**src/rtl/fp32_mul_sequencer.sv**
```systemverilog
// Multi-cycle FP32 multiplier: shift-add mantissa multiply, RNE rounding, DAZ/FTZ.
// Optional exception flags output enabled by defining FP_MUL_FLAGS_EN.
module fp32_mul_sequencer #(
   parameter int ITER_BITS = 1
) (
   input  logic        clock,
   input  logic        reset,
   input  logic        io_in_valid,
   output logic        io_in_ready,
   input  logic [31:0] io_a,
   input  logic [31:0] io_b,
   output logic        io_out_valid,
   input  logic        io_out_ready,
   output logic [31:0] io_result,
   output logic        io_busy
`ifdef FP_MUL_FLAGS_EN
   ,
   output logic [3:0]  io_flags
`endif
);
   localparam int N  = 24 / ITER_BITS;
   localparam int CW = (N > 1) ? $clog2(N) : 1;

   typedef enum logic [1:0] {S_IDLE, S_MULT, S_ROUND, S_DONE} state_t;

   state_t        r_state, w_next;
   logic          r_sign;
   logic [7:0]    r_ea, r_eb;
   logic [47:0]   r_mash;
   logic [23:0]   r_mb;
   logic [47:0]   r_acc;
   logic [CW-1:0] r_cnt;
   logic [31:0]   r_result;

   // Operand classification straight off the input bus, used only in the accept cycle
   logic w_za, w_zb, w_ia, w_ib, w_na, w_nb, w_sign, w_invalid, w_special, w_accept;
   logic [31:0] w_sp_res;

   assign w_za      = (io_a[30:23] == 8'd0);
   assign w_zb      = (io_b[30:23] == 8'd0);
   assign w_ia      = (&io_a[30:23]) && (io_a[22:0] == 23'd0);
   assign w_ib      = (&io_b[30:23]) && (io_b[22:0] == 23'd0);
   assign w_na      = (&io_a[30:23]) && (|io_a[22:0]);
   assign w_nb      = (&io_b[30:23]) && (|io_b[22:0]);
   assign w_sign    = io_a[31] ^ io_b[31];
   assign w_invalid = w_na | w_nb | (w_ia & w_zb) | (w_ib & w_za);
   assign w_special = w_invalid | w_ia | w_ib | w_za | w_zb;
   assign w_sp_res  = w_invalid   ? 32'h7FC0_0000 :
                      (w_ia | w_ib) ? {w_sign, 8'hFF, 23'd0} : {w_sign, 31'd0};
   assign w_accept  = io_in_valid && (r_state == S_IDLE);

   // Partial product: multiplicand pre-shifted to the current digit position
   logic [47:0] w_mbits, w_pp;
   assign w_mbits = 48'(r_mb[ITER_BITS-1:0]);
   assign w_pp    = r_mash * w_mbits;

   logic signed [9:0] w_e0, w_e1, w_e2;
   logic [22:0] w_m;
   logic        w_g, w_s, w_ovf, w_unf;
   logic [23:0] w_rnd;
   logic [31:0] w_rnd_res;

   always_comb begin
      w_e0 = $signed({2'b00, r_ea}) + $signed({2'b00, r_eb}) - 10'sd127;
      if (r_acc[47]) begin
         w_m  = r_acc[46:24];
         w_g  = r_acc[23];
         w_s  = |r_acc[22:0];
         w_e1 = w_e0 + 10'sd1;
      end else begin
         w_m  = r_acc[45:23];
         w_g  = r_acc[22];
         w_s  = |r_acc[21:0];
         w_e1 = w_e0;
      end
      w_rnd     = {1'b0, w_m} + {23'd0, (w_g & (w_s | w_m[0]))};
      w_e2      = w_rnd[23] ? (w_e1 + 10'sd1) : w_e1;
      w_ovf     = (w_e2 >= 10'sd255);
      w_unf     = !w_ovf && (w_e2 <= 10'sd0);
      w_rnd_res = w_ovf ? {r_sign, 8'hFF, 23'd0} :
                  w_unf ? {r_sign, 31'd0} : {r_sign, w_e2[7:0], w_rnd[22:0]};
   end

   always_ff @(posedge clock or negedge reset) begin
      if (!reset) r_state <= S_IDLE;
      else        r_state <= w_next;
   end

   always_comb begin
      w_next = r_state;
      case (r_state)
         S_IDLE:  if (w_accept) w_next = w_special ? S_DONE : S_MULT;
         S_MULT:  if (r_cnt == CW'(N - 1)) w_next = S_ROUND;
         S_ROUND: w_next = S_DONE;
         S_DONE:  if (io_out_ready) w_next = S_IDLE;
         default: w_next = S_IDLE;
      endcase
   end

   always_comb begin
      io_in_ready  = (r_state == S_IDLE);
      io_busy      = (r_state != S_IDLE);
      io_out_valid = (r_state == S_DONE);
   end

   assign io_result = r_result;

`ifdef FP_MUL_FLAGS_EN
   logic [3:0] r_flags;
   assign io_flags = r_flags;
`endif

   always_ff @(posedge clock or negedge reset) begin
      if (!reset) begin
         r_sign   <= 1'b0;
         r_ea     <= 8'd0;
         r_eb     <= 8'd0;
         r_mash   <= 48'd0;
         r_mb     <= 24'd0;
         r_acc    <= 48'd0;
         r_cnt    <= '0;
         r_result <= 32'd0;
`ifdef FP_MUL_FLAGS_EN
         r_flags  <= 4'd0;
`endif
      end else begin
         case (r_state)
            S_IDLE: if (w_accept) begin
               r_sign <= w_sign;
               r_ea   <= io_a[30:23];
               r_eb   <= io_b[30:23];
               r_mash <= {24'd0, 1'b1, io_a[22:0]};
               r_mb   <= {1'b1, io_b[22:0]};
               r_acc  <= 48'd0;
               r_cnt  <= '0;
               if (w_special) r_result <= w_sp_res;
`ifdef FP_MUL_FLAGS_EN
               r_flags <= {w_invalid, 3'b000};
`endif
            end
            S_MULT: begin
               r_acc  <= r_acc + w_pp;
               r_mash <= r_mash << ITER_BITS;
               r_mb   <= r_mb >> ITER_BITS;
               r_cnt  <= r_cnt + CW'(1);
            end
            S_ROUND: begin
               r_result <= w_rnd_res;
`ifdef FP_MUL_FLAGS_EN
               r_flags  <= {1'b0, w_ovf, w_unf, (w_g | w_s | w_ovf | w_unf)};
`endif
            end
            default: ;
         endcase
      end
   end
endmodule

```
**config.mk**
```make
export PLATFORM = sky130hd
export DESIGN_NAME = fp32_mul_sequencer
export DESIGN_NICKNAME = d
export VERILOG_FILES = /design/src/rtl/fp32_mul_sequencer.sv
export SDC_FILE = /design/constraint.sdc
export NUM_CORES = 1
export LEC_CHECK = 0
export ABC_AREA = 1
export BUFFER_PORTS_ARGS = -buffer_cell sky130_fd_sc_hd__buf_2
export CAP_MARGIN = 0
export CORE_MARGIN = 1.5
export CORE_UTILIZATION = 30
export DETAILED_ROUTE_END_ITERATION = 16
export PLACE_DENSITY_LB_ADDON = 0.2
export SKIP_CTS_REPAIR_TIMING = 1
export SLEW_MARGIN = 40
export SYNTH_ARGS = -nofsm -noshare
export SYNTH_HDL_FRONTEND = slang
export SYNTH_SLANG_ARGS = --single-unit
```
**constraint.sdc**
```tcl
create_clock -name clock -period 3.2 [get_ports clock]
set_input_delay 0.64 -clock clock [delete_from_list [all_inputs] [get_ports clock]]
set_output_delay 0.64 -clock clock [all_outputs]
set_load 0.1 [all_outputs]
```
Word level (Yosys, flattened, before mapping)

Cells that the tools add are included.

$add $sub $neg: 7
Multiply operators: 1
Magnitude comparators: 2
Equal/unequal tests: 8
Multiplexer cells: 25
Bitwise operators: 13
Reduce and logical (&&, ||, !) cells: 25

Operator list:

| kind                  | number |
|---|---|
| $pmux 48 s2           | 2 |
| $mux 32               | 3 |
| $mux 48               | 2 |
| $mux 31               | 3 |
| $reduce_or 23->1      | 3 |
| $pmux 32 s2           | 1 |
| $add 48x48->48        | 1 |
| $mul 48x1->48         | 1 |
| $pmux 24 s2           | 1 |
| $logic_not 23->1      | 2 |
| $add 23x1->24         | 1 |
| $mux 24               | 1 |
| $mux 23               | 1 |
| $reduce_or 22->1      | 1 |
| $add 10x2->10 const B | 2 |
| $mux 10               | 2 |
| $logic_not 8->1       | 2 |
| $reduce_and 8->1      | 2 |
| $ge 10x9->1 const B   | 1 |
| $le 10x1->1 const B   | 1 |
| $pmux 5 s2            | 1 |
| $sub 9x7->10 const B  | 1 |
| $add 8x8->9           | 1 |
| $or 1x1->1            | 9 |
| other kinds (18)      | 36 |

Bits in registers: 176
Input bits: 68
Output and inout port bits: 35
Logic and storage cells: 90

Depth between registers and ports, before layout

Gate-level depths: netlist of run 1.

Word-level depth: 12
Depth in mapped cells: 26
Depth with buffers taken out: 25

Least setup slack after synthesis of run 1

Ideal clock, no wire load.

Path type: register to register
Start point: register r_state[0]
End point: register r_acc[41]
Library setup time: 134 ps
Data arrival time: 3094 ps
Setup slack: -28 ps
Stages on the path, launching flop included: 11
Clock period less this slack: 3228 ps
Cell sequence: dfrtp_1 -> inv_1 -> ha_1 -> inv_1 -> nor2_1 -> nor2_1 -> inv_2 -> clkbuf_1 -> a21oi_1 -> o21ai_0 -> o21ai_0

Longest elaborated chain between the ends: 4
Elaborated cells between the ends (all ways): 7

RTL lines:

| item                       | RTL line | source |
|---|---|---|
| start, declared            | 26       | `state_t r_state, w_next;` |
| start signal, assigned     | 86       | `else r_state <= w_next;` |
| $logic_not 2->1 (*)        | n/a      |  |
| net io_in_ready            | 9        | `output logic io_in_ready,` |
| $logic_and 1x1->1          | 50       | `assign w_accept = io_in_valid && (r_state == S_IDLE);` |
| $ne 2x1->1 (no line)       | n/a      |  |
| $reduce_and 2->1 (no line) | n/a      |  |
| end signal, assigned       | 142      | `r_acc <= r_acc + w_pp;` |
| end, declared              | 31       | `logic [47:0] r_acc;` |

Mark *: on every way through the listed nets, which the timed path passes. The rest lies on a longest branch.
A chain may end at the register's enable or synchronous reset.

Final worst setup path of run 1

Start point: register r_ea[1]
End point: register r_result[17] (netlist: io_result[17])

Longest elaborated chain between the ends: 12
Elaborated cells between the ends (all ways): 13

RTL lines:

| item                   | RTL line | source |
|---|---|---|
| start, declared        | 28       | `logic [7:0] r_ea, r_eb;` |
| start signal, assigned | 130      | `r_ea <= io_a[30:23];` |
| $add 8x8->9 (*)        | 64       | `w_e0 = $signed({2'b00, r_ea}) + $signed({2'b00, r_eb}) - 10'sd127;` |
| $sub 9x7->10 (*)       | 64       |  |
| $add 10x2->10          | 69       | `w_e1 = w_e0 + 10'sd1;` |
| $mux 10 (*)            | 65       | `if (r_acc[47]) begin` |
| $add 10x2->10          | 77       | `w_e2 = w_rnd[23] ? (w_e1 + 10'sd1) : w_e1;` |
| $mux 10 (*)            | 77       |  |
| $ge 10x9->1            | 78       | `w_ovf = (w_e2 >= 10'sd255);` |
| $logic_not 1->1        | 79       | `w_unf = !w_ovf && (w_e2 <= 10'sd0);` |
| $logic_and 1x1->1      | 79       |  |
| $mux 31                | 81       | `w_unf ? {r_sign, 31'd0} : {r_sign, w_e2[7:0], w_rnd[22:0]};` |
| $mux 31 (*)            | 80       | `w_rnd_res = w_ovf ? {r_sign, 8'hFF, 23'd0} :` |
| $pmux 32 s2 (*)        | 127      | `case (r_state)` |
| end signal, assigned   | 136      | `if (w_special) r_result <= w_sp_res;` |
| end signal, assigned   | 148      | `r_result <= w_rnd_res;` |
| end, declared          | 33       | `logic [31:0] r_result;` |

Every way passes the cells marked *; elsewhere a longest branch is shown, timed or not.

==> results of run 1 <==
final cells by class:
type | count | area (sq um)
multi-input cells | 1348 | 7180
fillers | 4505 | 26300
clock buffers | 17 | 425
flip-flops and latches | 176 | 4400
repair buffers | 153 | 973
clock inverters | 15 | 214
inverters | 255 | 962
well taps | 532 | 666
power groups by stage:
stage               Combinational [mW]  Sequential [mW]  Clock [mW]
floorplan                         6.06             4.39           0
CTS                               9.32             3.73        2.34
detailed placement                9.29             3.76           0
global route                      10.9             3.86        2.43
global placement                  9.21             3.74           0
finish                            9.66             3.74        2.27
stage by stage:
step	area [sq um]	instances
CTS	14600	2495
finish	14800	2496
global placement	13900	2463
detailed placement	13900	2463
global route	14800	2496
floorplan	12600	1832
layer usage:
layer	vias to the layer above	global-route usage [%]
li1	6249	-
met1	5492	24.1
met2	227	27.1
met3	41	3.09
met4	0	5.44
met5	-	0
cells in the final DEF (no fill, tap or decap), types with 15 or more instances in the layout:
cell,instances
o21ai_0,95
nor2_1,170
nand3_1,64
dfrtp_1,176
a21oi_1,97
o22ai_1,37
ha_1,65
nand2_2,15
a31oi_1,33
nand2_1,531
o21ai_1,23
o21ai_2,16
buf_2,101
inv_1,244
clkbuf_16,17
buf_4,43
nand4_1,23
state kept, by name (all words and copies together), names as in the netlist, 2 cells and up:
| name | flops |
|---|---|
| r_state | 2 |
| r_mb | 24 |
| r_mash | 48 |
| r_eb | 8 |
| io_result | 32 |
| r_ea | 8 |
| r_acc | 48 |
| r_cnt | 5 |
final timing paths:
| check | to | start |
|---|---|---|
| max | io_result[17]$_DFFE_PN0P_ | r_ea[1]$_DFFE_PN0P_ |
| min | r_eb[7]$_DFFE_PN0P_ | reset |
| max reg2reg | io_result[17]$_DFFE_PN0P_ | r_ea[1]$_DFFE_PN0P_ |
| min reg2reg | io_result[19]$_DFFE_PN0P_ | io_result[19]$_DFFE_PN0P_ |
| max in group asynchronous | r_sign$_DFFE_PN0P_ | reset |
| min in group clock | r_ea[5]$_DFFE_PN0P_ | io_a[28] |
cell families after synthesis:
kind of cell | after synthesis
compound gates | 384
xor+xnor | 18
buf+inv | 308
simple gates | 874
flops | 176
fa+ha+maj | 72
==> results_dict.tcl, run 1 <==
set metrics [dict create \
    synth.top_cell.area_share_pct 35.0 \
    grt_pass1_vias 11669 \
    slew_headroom_pct 49.3 \
    n_antenna_cell 0 \
    cp_max_fo 8 \
    cp-end-kind "register" \
    critical_path.most_common_cell "nand2_1" \
    track_usage_pct 17.3 \
    finalSetupViolations 14 \
    clock_power_share_pct 14.5 \
    firstDrtPassIters 5 \
    fmax_mhz 308 \
    synth_area_sq_mm 0.0126 \
    syn_to_final_growth_pct 17.9 \
    met3_length_microns 1660 \
    io_buffers 102 \
    synthTopCellsByArea "dfrtp_1 35%, nand2_1 16%, inv_1 7.4%, ha_1 7.0%, nor2_1 5.3%" \
    ys_async_sr_fraction_pct 100 \
    synth_xor_area_share_pct 1.25 \
    grt_pass1_wl_microns 60000 \
    final_core_util_pct 36.1 \
    powerDensity_mw_per_mm2 1060 \
    wl_microns 36600 \
    die_h_microns 208 \
    synth_cell_type_count 50 \
    peakVddDrop_uv 595 \
    design.core.area_sq_mm 0.0411 \
    avgSynthCellArea_sq_um 6.86 \
    syn_inst 1832 \
    synth-edff-count 0 \
    ys_ff_latch 176 \
    hold_ws_ps 111 \
    worst-r2r-cell-count 19 \
    cts_tree "built" \
    clock-root-buffer "clkbuf_16" \
    synth_top_family_by_area "simple AND/OR/NAND/NOR gates" \
    cts_sinks 176 \
    period_share_pct 102 \
    p_int_mw 7.49 \
    grt_overflow 0 \
    min_period_ps 3250 \
    synth_fa_ha_area_share_pct 7.28 \
    hpwlAfterDp_microns 28600 \
    drt.antenna.violating_nets 0 \
    antenna_found_initial 0 \
    dr.max_layer_used "met4" \
    violations "setup timing" \
    combPwrFrac_pct 61.6 \
    route.vias.total 12009 \
    cp_slowest_cell "fa_1" \
    clock_latency_ps 470 \
    drc 0 \
    rows 74 \
    critPathRequiredTime_ps 3580 \
    synth_warnings 0 \
    drv_slew 0 \
    hp-class "primary input to asynchronous set/reset pin" \
    path_cells "ha_4, ha_4, fa_1, nand2_1, nor2_1, nand2_1, inv_1, nand3_2, nand2_1, nand2_2, nor3_4, nand3_4, o21ai_2, nand2_1, inv_2, nand2_4, inv_6, nand3_4, o21ai_1" \
    synth-simple-area-share_pct 28.9 \
    regToRegSetupSlack_ps -50 \
    die_area_sq_mm 0.0431 \
    cts_buffer_depth 2 \
    rsz0062_at_grt "yes" \
    place_ws_ps -184 \
    fp.dieW_microns 208 \
    critPathLaunchType "register" \
    cp_top_family "simple AND/OR/NAND/NOR gates" \
    path_class "register to register" \
    grt_max_degree 101 \
    hold_viol 0 \
    switchingPower_mw 8.18 \
    clk_pin_slew_ps 70 \
    synth_common_cells "535 x nand2_1, 247 x inv_1, 177 x nor2_1" \
    wl_met1_microns 18200 \
    gp_routability_congestion 0.890 \
    path_depth 19 \
    syn_nets 1972 \
    wl_per_cell_microns 14.7 \
    synth_largest_area_cell "dfrtp_1" \
    worst_pin_slew_ps 760 \
    cpPeakStageDelay_ps 550 \
    vias_per_cell 4.81 \
    initial_core_util_pct 30.6 \
    cts_buffers 17 \
    yosysMostFrequentCell "nand2_1" \
    arrival_ps 3630 \
    seq_area_frac_synth_pct 35.0 \
    final_net_count 2091 \
    synth_compound_area_share_pct 17.9 \
    htree_levels 4 \
    tns_ps -332 \
    p_total_mw 15.7 \
    fin_skew_ps 14.9 \
    layout_setup_ws_ps -48.9 \
    seq_power_share_pct 23.9 \
    drive_gt1_share_pct 14.3 \
    switching_share_pct 52.2 \
    p_leak_nw 7.51 \
    synth_mux_area_share_pct 0 \
    ios 103 \
    drt_iter0_markers 619 \
    synthFlopType "dfrtp_1" \
    met2_length_microns 16100 \
    status "finished with violations" \
    critPathBufInv 3 \
    maxCapViolations 0 \
]
Power figures use the tool's default switching activity.
==> inputs of run 2 (changes only) <==
Settings changed: REMOVE_ABC_BUFFERS set to 1, SETUP_SLACK_MARGIN set to 0.5.
==> run 2 against run 1 <==
The run still ends with setup timing left. Count of clock-buffer cells in the layout grew 2. Highest routed layer is now met5. Sequential power rose by 2%. Sequential cell count is the same. First-iteration DRC count increased by 2.4%. Maximum frequency is 0.30% higher. Worst setup slack better by 9.8 ps.
==> results_dict.tcl, run 2 (same netlist as run 1, synthesis figures left out) <==
set metrics [dict create \
    rsz0062_at_grt "yes" \
    seq_power_share_pct 21.8 \
    path_class "register to register" \
    wl_microns 38900 \
    cp-endpoint "io_result[27]$_DFFE_PN0P_" \
    met2_length_microns 17800 \
    io_buffers 102 \
    finalSetupViolations 12 \
    fill_cells 4285 \
    die_area_sq_mm 0.0431 \
    clock_latency_ps 490 \
    layout_commonest_cell "nand2_1" \
    violations "setup timing" \
    powerDensity_mw_per_mm2 1070 \
    vias_per_cell 4.95 \
    fin_skew_ps 13.8 \
    final_net_count 2135 \
    cp_max_fo 7 \
    regToRegSetupSlack_ps -40 \
    cp_top_family "simple AND/OR/NAND/NOR gates" \
    hpwlAfterDp_microns 28700 \
    grt_pass1_wl_microns 61700 \
    rows 74 \
    cts_buffers 17 \
    drc 0 \
    grt_pass1_vias 12021 \
    wl_met1_microns 18600 \
    design.core.area_sq_mm 0.0411 \
    path_depth 23 \
    firstDrtPassIters 5 \
    critPathBufInv 3 \
    min_period_ps 3240 \
    stdcell_count 2538 \
    cp_slowest_cell "fa_2" \
    cts_buffer_depth 2 \
    clk_pin_slew_ps 70 \
    p_int_mw 8.61 \
    layout_setup_ws_ps -39.1 \
    arrival_ps 3650 \
    antenna_found_initial 1 \
    maxCapViolations 0 \
    ios 103 \
    cpPeakStageDelay_ps 590 \
    htree_levels 4 \
    route.vias.total 12552 \
    cts_tree "built" \
    final_core_util_pct 40.0 \
    fp.dieW_microns 208 \
    wl_per_cell_microns 15.3 \
    grt_overflow 0 \
    cts_sinks 176 \
    syn_to_final_growth_pct 30.7 \
    worst-r2r-cell-count 23 \
    dr.max_layer_used "met5" \
    drt_iter0_markers 634 \
    drive_gt1_share_pct 27.2 \
    regToRegEndpoint "io_result[27]$_DFFE_PN0P_" \
    drv_slew 0 \
    n_antenna_cell 0 \
    die_h_microns 208 \
    p_leak_nw 7.88 \
    switchingPower_mw 9.00 \
    post-place-cells 2473 \
    critPathRequiredTime_ps 3610 \
    worst_pin_slew_ps 852 \
    drt.antenna.violating_nets 0 \
    met3_length_microns 1740 \
    status "finished with violations" \
    final_cell_mix "464 x nand2_1, 217 x inv_1, 174 x dfrtp_1" \
    critPathLaunchType "register" \
    critical_path.most_common_cell "nand2_2" \
    period_share_pct 101 \
    cp-end-kind "register" \
    fmax_mhz 309 \
    path_cells "ha_4, ha_4, fa_2, nand2_2, nor2_2, nand2_2, inv_2, nand3_4, nand2_2, nand2_4, buf_6, nor2_4, nand3_2, nand2_2, nand2_2, nor2_2, nand2_2, nand2_4, nand2_4, buf_6, nand2_1, nand2_1, a21oi_2" \
    initial_core_util_pct 30.6 \
    critPathLaunch "r_eb[1]$_DFFE_PN0P_" \
    switching_share_pct 51.1 \
    gp_routability_congestion 0.891 \
    peakVddDrop_uv 631 \
    hold_viol 0 \
    slew_headroom_pct 43.0 \
    track_usage_pct 17.9 \
    r2r-start "r_eb[1]$_DFFE_PN0P_" \
    clock_power_share_pct 13.0 \
    grt_max_degree 101 \
    hp-class "primary input to asynchronous set/reset pin" \
    clock-root-buffer "clkbuf_16" \
    combPwrFrac_pct 65.2 \
]
-- run 2: how the worst min path moves through the flow --
stage | slack [ps] | to | from | cells past startpoint
final | 170 | r_mash[43]$_DFFE_PN0P_ | reset | 1
after global routing | 180 | r_mash[43]$_DFFE_PN0P_ | reset | 1
after CTS | 160 | r_mash[27]$_DFFE_PN0P_ | reset | 1
after detailed placement | 480 | r_ea[6]$_DFFE_PN0P_ | r_ea[6]$_DFFE_PN0P_ | 2
after global placement | 470 | r_ea[2]$_DFFE_PN0P_ | r_ea[2]$_DFFE_PN0P_ | 2
after floorplan | 340 | io_result[0]$_DFFE_PN0P_ | reset | 0
-- run 2: area by class of cell --
| cell class | count | area (sq um) | share of cell area [%] |
|---|---|---|---|
| Clock buffer | 19 | 443 | 2.70 |
| Timing Repair Buffer | 197 | 1390 | 8.44 |
| Sequential cell | 176 | 4410 | 26.8 |
| Multi-Input combinational cell | 1348 | 8410 | 51.1 |
| Tap cell | 532 | 666 | 4.05 |
| Clock inverter | 11 | 165 | 1.00 |
| Inverter | 255 | 962 | 5.85 |
-- run 2: per-layer routing --
metal,GRT usage [%],vias to the layer above
met1,24.0,5918
li1,-,6344
met3,4.18,38
met4,4.03,2
met2,29.2,250
met5,0,-
-- run 2: through the flow --
step	hold slack (ps)	instance area, sq um	TNS [ps]	worst slack, ps	total power [mW]
2_1_floorplan	344	12300	-630590	-6970	10.3
3_3_place_gp	471	14000	-2660	-124	13.1
3_5_place_dp	477	14000	-4210	-175	13.2
4_1_cts	158	14600	-5000	-195	15.6
5_1_grt	180	16400	-6250	-248	19.1
6_report	172	16400	-211	-39.1	17.6
-- run 2: power by group through the flow --
| stage | Clock, mW | Combinational, mW | Sequential (mW) |
|---|---|---|---|
| 6_report | 2.30 | 11.5 | 3.83 |
| 5_1_grt | 2.45 | 12.7 | 3.95 |
| 4_1_cts | 2.37 | 9.45 | 3.74 |
| 3_5_place_dp | 0 | 9.42 | 3.77 |
| 3_3_place_gp | 0 | 9.35 | 3.75 |
| 2_1_floorplan | 0 | 5.81 | 4.48 |
